===== src/rtl/gc_pkg.sv =====
// Shared types, defaults and the range test used by the loop dispatcher.
package gc_pkg;

    localparam int N_CORE_DEF   = 4;
    localparam int GC_WIDTH_DEF = 32;
    localparam int GD_WIDTH_DEF = 32;
    // Widest comparison the range helper supports; callers sign-extend into it.
    localparam int CMP_MAX      = 64;

    typedef enum logic [1:0] {
        IDLE,
        RUN,
        DRAIN
    } state_t;

    // Exclusive bound: below lim for a rising loop, above lim for a falling one.
    function automatic logic in_range(input logic signed [CMP_MAX-1:0] value,
                                      input logic signed [CMP_MAX-1:0] lim,
                                      input logic                      gd_neg);
        return gd_neg ? (value > lim) : (value < lim);
    endfunction

endpackage


===== src/rtl/gc_prefix_count.sv =====
// Exclusive prefix popcount: k[i] = number of set bits below i, plus the total.
module gc_prefix_count
    import gc_pkg::*;
#(
    parameter int N  = N_CORE_DEF,
    parameter int KW = $clog2(N + 1)
) (
    input  logic [N-1:0]         vec,
    output logic [N-1:0][KW-1:0] k,
    output logic [KW-1:0]        total
);

    logic [KW-1:0] acc;

    always_comb begin
        acc = '0;
        k   = '0;
        for (int i = 0; i < N; i++) begin
            k[i] = acc;
            acc  = acc + KW'(vec[i]);
        end
        total = acc;
    end

endmodule


===== src/rtl/gc_dispatch.sv =====
// Hands out loop iterations gc, gc+gd, ... to requesting cores in index order.
module gc_dispatch
    import gc_pkg::*;
#(
    parameter int N_CORE   = N_CORE_DEF,
    parameter int GC_WIDTH = GC_WIDTH_DEF,
    parameter int GD_WIDTH = GD_WIDTH_DEF
) (
    input  logic                             clk,
    input  logic                             rst_n,
    input  logic                             fork_valid,
    output logic                             fork_ready,
    input  logic [GC_WIDTH-1:0]              fork_gc,
    input  logic [GD_WIDTH-1:0]              fork_gd,
    input  logic [GC_WIDTH-1:0]              fork_limit,
    input  logic [N_CORE-1:0]                req_valid,
    output logic [N_CORE-1:0]                req_ready,
    output logic [N_CORE-1:0][GC_WIDTH-1:0]  grant_gc,
    input  logic [N_CORE-1:0]                core_done,
    output logic                             busy,
    output logic                             all_done
);

    localparam int KW = $clog2(N_CORE + 1);
    // Wide enough that gc + N_CORE*gd can never wrap back into range.
    localparam int CW = GC_WIDTH + KW + 1;

    state_t                      state;
    logic signed [GC_WIDTH-1:0]  gc, gd, lim;

    logic [N_CORE-1:0][KW-1:0]   k;
    logic [KW-1:0]               total;
    logic [KW-1:0]               g_cnt;
    logic signed [CW-1:0]        gc_x, gd_x, lim_x, next_gc;
    logic signed [CW-1:0]        cand [N_CORE];
    logic                        run, next_ok, refused, fork_drain;

    gc_prefix_count #(.N(N_CORE), .KW(KW)) u_prefix (
        .vec   (req_valid),
        .k     (k),
        .total (total)
    );

    always_comb begin
        run     = rst_n && (state == RUN);
        gc_x    = CW'(gc);
        gd_x    = CW'(gd);
        lim_x   = CW'(lim);
        g_cnt   = '0;
        req_ready = '0;
        grant_gc  = '0;
        for (int i = 0; i < N_CORE; i++) begin
            cand[i] = gc_x + CW'($signed({1'b0, k[i]})) * gd_x;
            req_ready[i] = run && req_valid[i] &&
                           in_range(CMP_MAX'(cand[i]), CMP_MAX'(lim_x), gd[GC_WIDTH-1]);
            grant_gc[i]  = req_ready[i] ? cand[i][GC_WIDTH-1:0] : '0;
            g_cnt        = g_cnt + KW'(req_ready[i]);
        end
        next_gc = gc_x + CW'($signed({1'b0, g_cnt})) * gd_x;
        next_ok = in_range(CMP_MAX'(next_gc), CMP_MAX'(lim_x), gd[GC_WIDTH-1]);
        refused = (g_cnt != total);
        fork_drain = (fork_gd == '0) ||
                     !in_range(CMP_MAX'($signed(fork_gc)), CMP_MAX'($signed(fork_limit)),
                               fork_gd[GD_WIDTH-1]);
    end

    assign fork_ready = (state == IDLE);
    assign busy       = rst_n && (state != IDLE);
    assign all_done   = rst_n && (state == DRAIN) && (&core_done);

    always_ff @(posedge clk) begin
        if (!rst_n) begin
            state <= IDLE;
            gc    <= '0;
            gd    <= '0;
            lim   <= '0;
        end else begin
            case (state)
                IDLE: begin
                    if (fork_valid) begin
                        gc    <= fork_gc;
                        gd    <= GC_WIDTH'($signed(fork_gd));
                        lim   <= fork_limit;
                        state <= fork_drain ? DRAIN : RUN;
                    end
                end
                RUN: begin
                    if (!next_ok || refused) state <= DRAIN;
                    else                     gc    <= next_gc[GC_WIDTH-1:0];
                end
                DRAIN: begin
                    if (&core_done) state <= IDLE;
                end
                default: state <= IDLE;
            endcase
        end
    end

endmodule


===== config.mk =====
export PLATFORM = sky130hd
export DESIGN_NAME = gc_dispatch
export DESIGN_NICKNAME = d
export VERILOG_FILES = /design/src/rtl/gc_pkg.sv /design/src/rtl/gc_prefix_count.sv /design/src/rtl/gc_dispatch.sv
export SDC_FILE = /design/constraint.sdc
export NUM_CORES = 1
export LEC_CHECK = 0
export CORE_UTILIZATION = 64
export CTS_CLUSTER_SIZE = 8
export DETAILED_ROUTE_END_ITERATION = 10
export PLACE_DENSITY = 0.95
export RECOVER_POWER = 100
export SYNTH_ARGS = -nofsm -noshare
export SYNTH_HDL_FRONTEND = slang
export SYNTH_HIERARCHICAL = 1
export SYNTH_SLANG_ARGS = --single-unit

===== constraint.sdc =====
create_clock -name clk -period 26.1 [get_ports clk]
set_clock_uncertainty 0.15 [all_clocks]
set_input_delay 5.22 -clock clk [delete_from_list [all_inputs] [get_ports clk]]
set_output_delay 5.22 -clock clk [all_outputs]
set_load 0.02 [all_outputs]

# Word level (Yosys, flattened, before mapping)
# Index checks and enable logic that the tools add are counted.
[word_totals] register_bits=98 inputBits=107 output_inout_bits=135
[classes] n_addsub=10 n_mul=4 order_cmp=12 eq_ne=7 mux=18 n_reduce_logical=24
[ops] op="two-way mux 32 bit" count=6
[ops] op="> comparator 36 x 32 -> 1 bit" count=3
[ops] op="< comparator 36 x 32 -> 1 bit" count=3
[ops] op="adder 32 x 36 -> 36 bit" count=2
[ops] op="multiplier 4 x 32 -> 36 bit" count=2
[ops] op="> comparator 32 bit" count=2
[ops] op="< comparator 32 bit" count=2
[ops] op="one-hot mux 32 bit (2 select lines)" count=1
[ops] op="adder 32 x 35 -> 36 bit" count=1
[ops] op="adder 32 x 34 -> 35 bit" count=1
[ops] op="> comparator 35 x 32 -> 1 bit" count=1
[ops] op="< comparator 35 x 32 -> 1 bit" count=1
[ops] op="multiplier 3 x 32 -> 35 bit" count=1
[ops] op="multiplier 2 x 32 -> 34 bit" count=1
[ops] op="logical NOT 32 bit" count=1
[ops] op="logical AND 1 bit" count=12
[ops] op="adder 3 x 1 -> 3 bit" count=3
[ops] op="two-way mux 2 bit" count=4
[ops] op="two-way mux 1 bit" count=6
[ops] op="one-hot mux 2 bit (3 select lines)" count=1
[ops] op="AND reduction 3 bit" count=2
[ops] op="adder 1 x 1 -> 2 bit" count=2
[ops] op="inequality test 2 x 1 -> 1 bit (second input constant)" count=2
[ops] op="inequality test 2 bit (second input constant)" count=2
[ops] op="10 further kinds" count=13

# Depth between registers and ports, before layout
[logic_depth] depth_word=16 ltp_mapped=66 ltp_nobuf=61

# Modules after synthesis
# Netlist, hierarchy kept.
[modules_own_cells] mod="gc_dispatch" n_inst=1 cells_each=4136 area_each_um2=32446.1 seq_area_each_um2=1961.9
[modules_own_cells] mod="gc_prefix_count" n_inst=1 cells_each=24 area_each_um2=183.9 seq_area_each_um2=0.0

# Worst setup path before layout
# No wires, ideal clock.
[synth_timing] kind="in2reg" start="in req_valid[0]" end="reg gc[29]" t_arrival_ps=18655 required_ps=25813 path_slack_ps=7158 stages=62 path_buffers=3 path_cell_list="ha_1 > ha_1 > ha_1 > clkbuf_1 > and2_1 > ha_1 > fa_1 > inv_1 > fa_1 > inv_1 > ha_1 > nand4_1 > o21ai_0 > o21ba_2 > o31ai_1 > o31ai_1 > o31a_1 > a2111oi_0 > (+26 left out) > a311oi_1 > o21ai_1 > or4_1 > a31o_2 > a21oi_1 > xnor2_1 > ha_1 > nand4_1 > nor2_1 > a221oi_1 > o21ai_0 > or3_1 > nor3_1 > nand4b_1 > nand3_1 > clkbuf_1 > o21ai_0 > a31oi_1"
[synth_lines] item="start, declared" line="gc_dispatch.sv:16" text="input logic [N_CORE-1:0] req_valid,"
[synth_lines] item="end signal, assigned" line="gc_dispatch.sv:81" text="gc <= fork_gc;"
[synth_lines] item="end signal, assigned" line="gc_dispatch.sv:89" text="else gc <= next_gc[GC_WIDTH-1:0];"
[synth_lines] item="end, declared" line="gc_dispatch.sv:29" text="logic signed [GC_WIDTH-1:0] gc, gd, lim;"

==> metrics.txt <==
# rows=82; WP data arrival=between 20 and 25 ns; Crit path top cell by count=ha_1; Synth warnings=6; DIE HEIGHT=roughly 230 µm; WL final=between 90 and 100 mm; Ports=~240; Buffers on Ports=241; Placer Congestion=approximately 1.0; antenna violations before repair=4; most common cell after layout, fill and taps aside=inv_1; status=complete, but fails checks; vias after detailed routing=between 30000 and 40000; most frequent cells in the layout=772 x inv_1, 578 x ha_1, 466 x and2_1; area leader, netlist=ha_1; Pre-antenna DRT Iters=8; H-tree levels=3; final net count=~5300; Initial Util=between 60% and 70%; Clock Latency Late Sink=between 0.3 and 0.4 ns; CP Max Fanout=63; failing checks=capacitance limit, slew limit; CTS max path bufs=2; worst stage delay on the critical path=~0.90 ns; largest net degree at the start of global routing=91; Residual DRC=0; Fillers=around 3700; Die Width=between 200 and 250 µm; first-pass GRT wire length=~160 mm; Layout area overhead=9.66%; ys flop type=dfxtp_1; Final Util=between 70% and 80%; Die Area=about 52000 µm²; flops & latches, synth=between 90 and 100; Hold Fails Final Rpt=0; Worst Hold Path EP=lim[28]$_SDFFE_PN0P_; Slew @ Worst Pin=about 4.2 ns; worst hold path class=flip-flop to flip-flop; Peak VDD IR=a little over 0.07 mV; DR WL/cell=between 15 and 20 µm; Diodes inserted=0; CP Data Required Time=25.99 ns; Setup TNS Final=0 ns; cell area power density=48.5 nW/µm²; Syn Area/Cell=7.84 µm²; number of routed nets with antenna violations=0; min cycle time layout=roughly 24 ns; reg2reg start=gd[3]$_SDFFE_PN0P_; Post-synth EDFFs=0; Lkg Pwr=between 15 and 20 nW; hold path start=lim[28]$_SDFFE_PN0P_; vias in the first global route=between 20000 and 30000; top cell type's share of synthesized area=around 22%; DR vias/cell=6.07; endpoints failing setup=0; Mapped Area=approximately 33000 µm²; Hold-fix buffers, CTS=0; CTS tree=yes; Fmax achieved=between 0.04 and 0.05 GHz; sequential area share after synthesis=under 10%; total congestion overflow=0; CP Capture Type=flip-flop; Hold Crit Depth=2; depth of the most critical reg-to-reg path=between 50 and 60; ys async rst share=0%; post-DP HPWL=roughly 82 mm; post-route cell area=35800 µm²; Resized cells post-CTS=0; initial drt markers=between 2000 and 3000; r2r endpoint=gc[11]$_SDFFE_PN0P_; Reg clk slew, reported paths=around 0.070 ns; Num CTS Buffers=9; worst setup path class=primary input to flip-flop; fraction of layout cells with a size suffix above 1=approximately 1.4%; clk sinks=98; slew margin rel.=-181%; dpl cell area=~36000 µm²; core area=roughly 50000 µm²; Max-Cap Viols=5; final period utilization=between 90% and 100%; root buffer cell=clkbuf_16; ranking of synthesized cells by area=ha_1 22%, fa_1 20%, and2_1 9.2%; Syn Inst Count=approximately 4200; Yosys cell types=76; post-CTS setup buffer count=0; max-slew violations=about 170; r2r setup slk=about 8.1 ns; Setup crit start kind=primary input; gr usage total=38.1%; RSZ-0062 raised after global routing=no; critical path's slowest cell=nand3_2
==> Yosys cell counts, types with 8 or more instances <==
cell and number:
nand2b_1 27, a211o_1 9, and3_1 16, a31oi_1 21, xnor2_1 121, and2_1 481
nor2b_1 75, ha_1 578, clkbuf_1 135, nand3_1 45, nand4_1 57, or2_2 8
a21o_1 144, o211ai_1 15, a21oi_1 258, nor2_1 168, nor4_1 17, a311oi_1 28
o221ai_1 10, o21a_1 24, o21ai_0 90, inv_1 772, mux2i_1 8, o21bai_1 27
a211oi_1 19, o31ai_1 10, dfxtp_1 98, nor3b_1 33, o21ai_1 8, nor3_1 39
fa_1 328, xor2_1 46, or3_1 9, a21boi_0 8, nand2_1 323
==> cell families (layout without fill, tap and decap cells) <==
logic type                 after synthesis  after routing  synth area share, %
and+or+nand+nor                       1315           1315                 21.4
buffers and inverters                  920           1048                 10.7
adders and majority gates              906            906                 42.3
AOI/OAI and AO/OA                      742            742                 14.8
xor gates and xnor gates               167            167                 4.48
DFF                                     98             98                 6.01
muxes                                   11             11                0.349
other                                    1              6               0.0115
==> registers in the layout (all words and copies together), names as in the netlist <==
register  cells
gc           32
gd           32
lim          32
state         2
==> per-layer routing <==
metal	vias up	GRT usage, %	wire length (µm)
met4	4	18.9	5360
met5	-	0	26
li1	13800	-	-
met1	14400	49.1	38900
met3	280	7.63	10900
met2	1610	60.8	43800
==> where the power goes <==
part           switching, mW  internal, mW  total [mW]
combinational          0.842         0.534        1.38
clock                 0.0689        0.0772       0.146
sequential            0.0452         0.169       0.214
total                  0.956         0.780        1.74
==> how the worst max path moves through the flow <==
| stage | startpoint | endpoint | slack, ns | depth (start not counted) |
|---|---|---|---|---|
| after global routing | req_valid[0] | gc[11]$_SDFFE_PN0P_ | 0.40 | 61 |
| final | req_valid[0] | gc[11]$_SDFFE_PN0P_ | 1.84 | 61 |
| after floorplan | req_valid[0] | gc[29]$_SDFFE_PN0P_ | 7.16 | 62 |
| after global placement | req_valid[0] | gc[30]$_SDFFE_PN0P_ | 2.71 | 61 |
| after detailed placement | req_valid[0] | gc[30]$_SDFFE_PN0P_ | 2.17 | 59 |
| after CTS | req_valid[0] | gc[30]$_SDFFE_PN0P_ | 2.50 | 59 |
==> final cells by class <==
type / count / area [µm²] / area share, %
Clock inverter: 7 / 93.8 / 0.262
Multi-Input combinational cell: 3147 / 27200 / 76.1
Tap cell: 672 / 841 / 2.35
Inverter: 773 / 2900 / 8.11
Timing Repair Buffer: 259 / 2530 / 7.08
Clock buffer: 9 / 225 / 0.629
Sequential cell: 98 / 1960 / 5.49
==> metrics by stage <==
stage	total power, mW	hold WS (ns)	setup WS [ns]	std cells
after global placement	1.50	0.291	2.71	4949
final	1.74	0.304	1.84	4965
after CTS	1.70	0.307	2.50	4965
after floorplan	1.14	0.286	7.16	4165
after detailed placement	1.54	0.297	2.17	4949
after global routing	1.88	0.326	0.395	4965
==> worst max-delay path: cells and delay by family <==
family                     cells  cell delay (ns)
buffers and inverters          8             1.33
and+or+nand+nor               14             3.90
xor gates and xnor gates       2             0.22
muxes                          1             0.80
adders and majority gates     16             7.50
AOI/OAI and AO/OA             20             5.10
No activity file was read; power rests on OpenSTA's default activity.
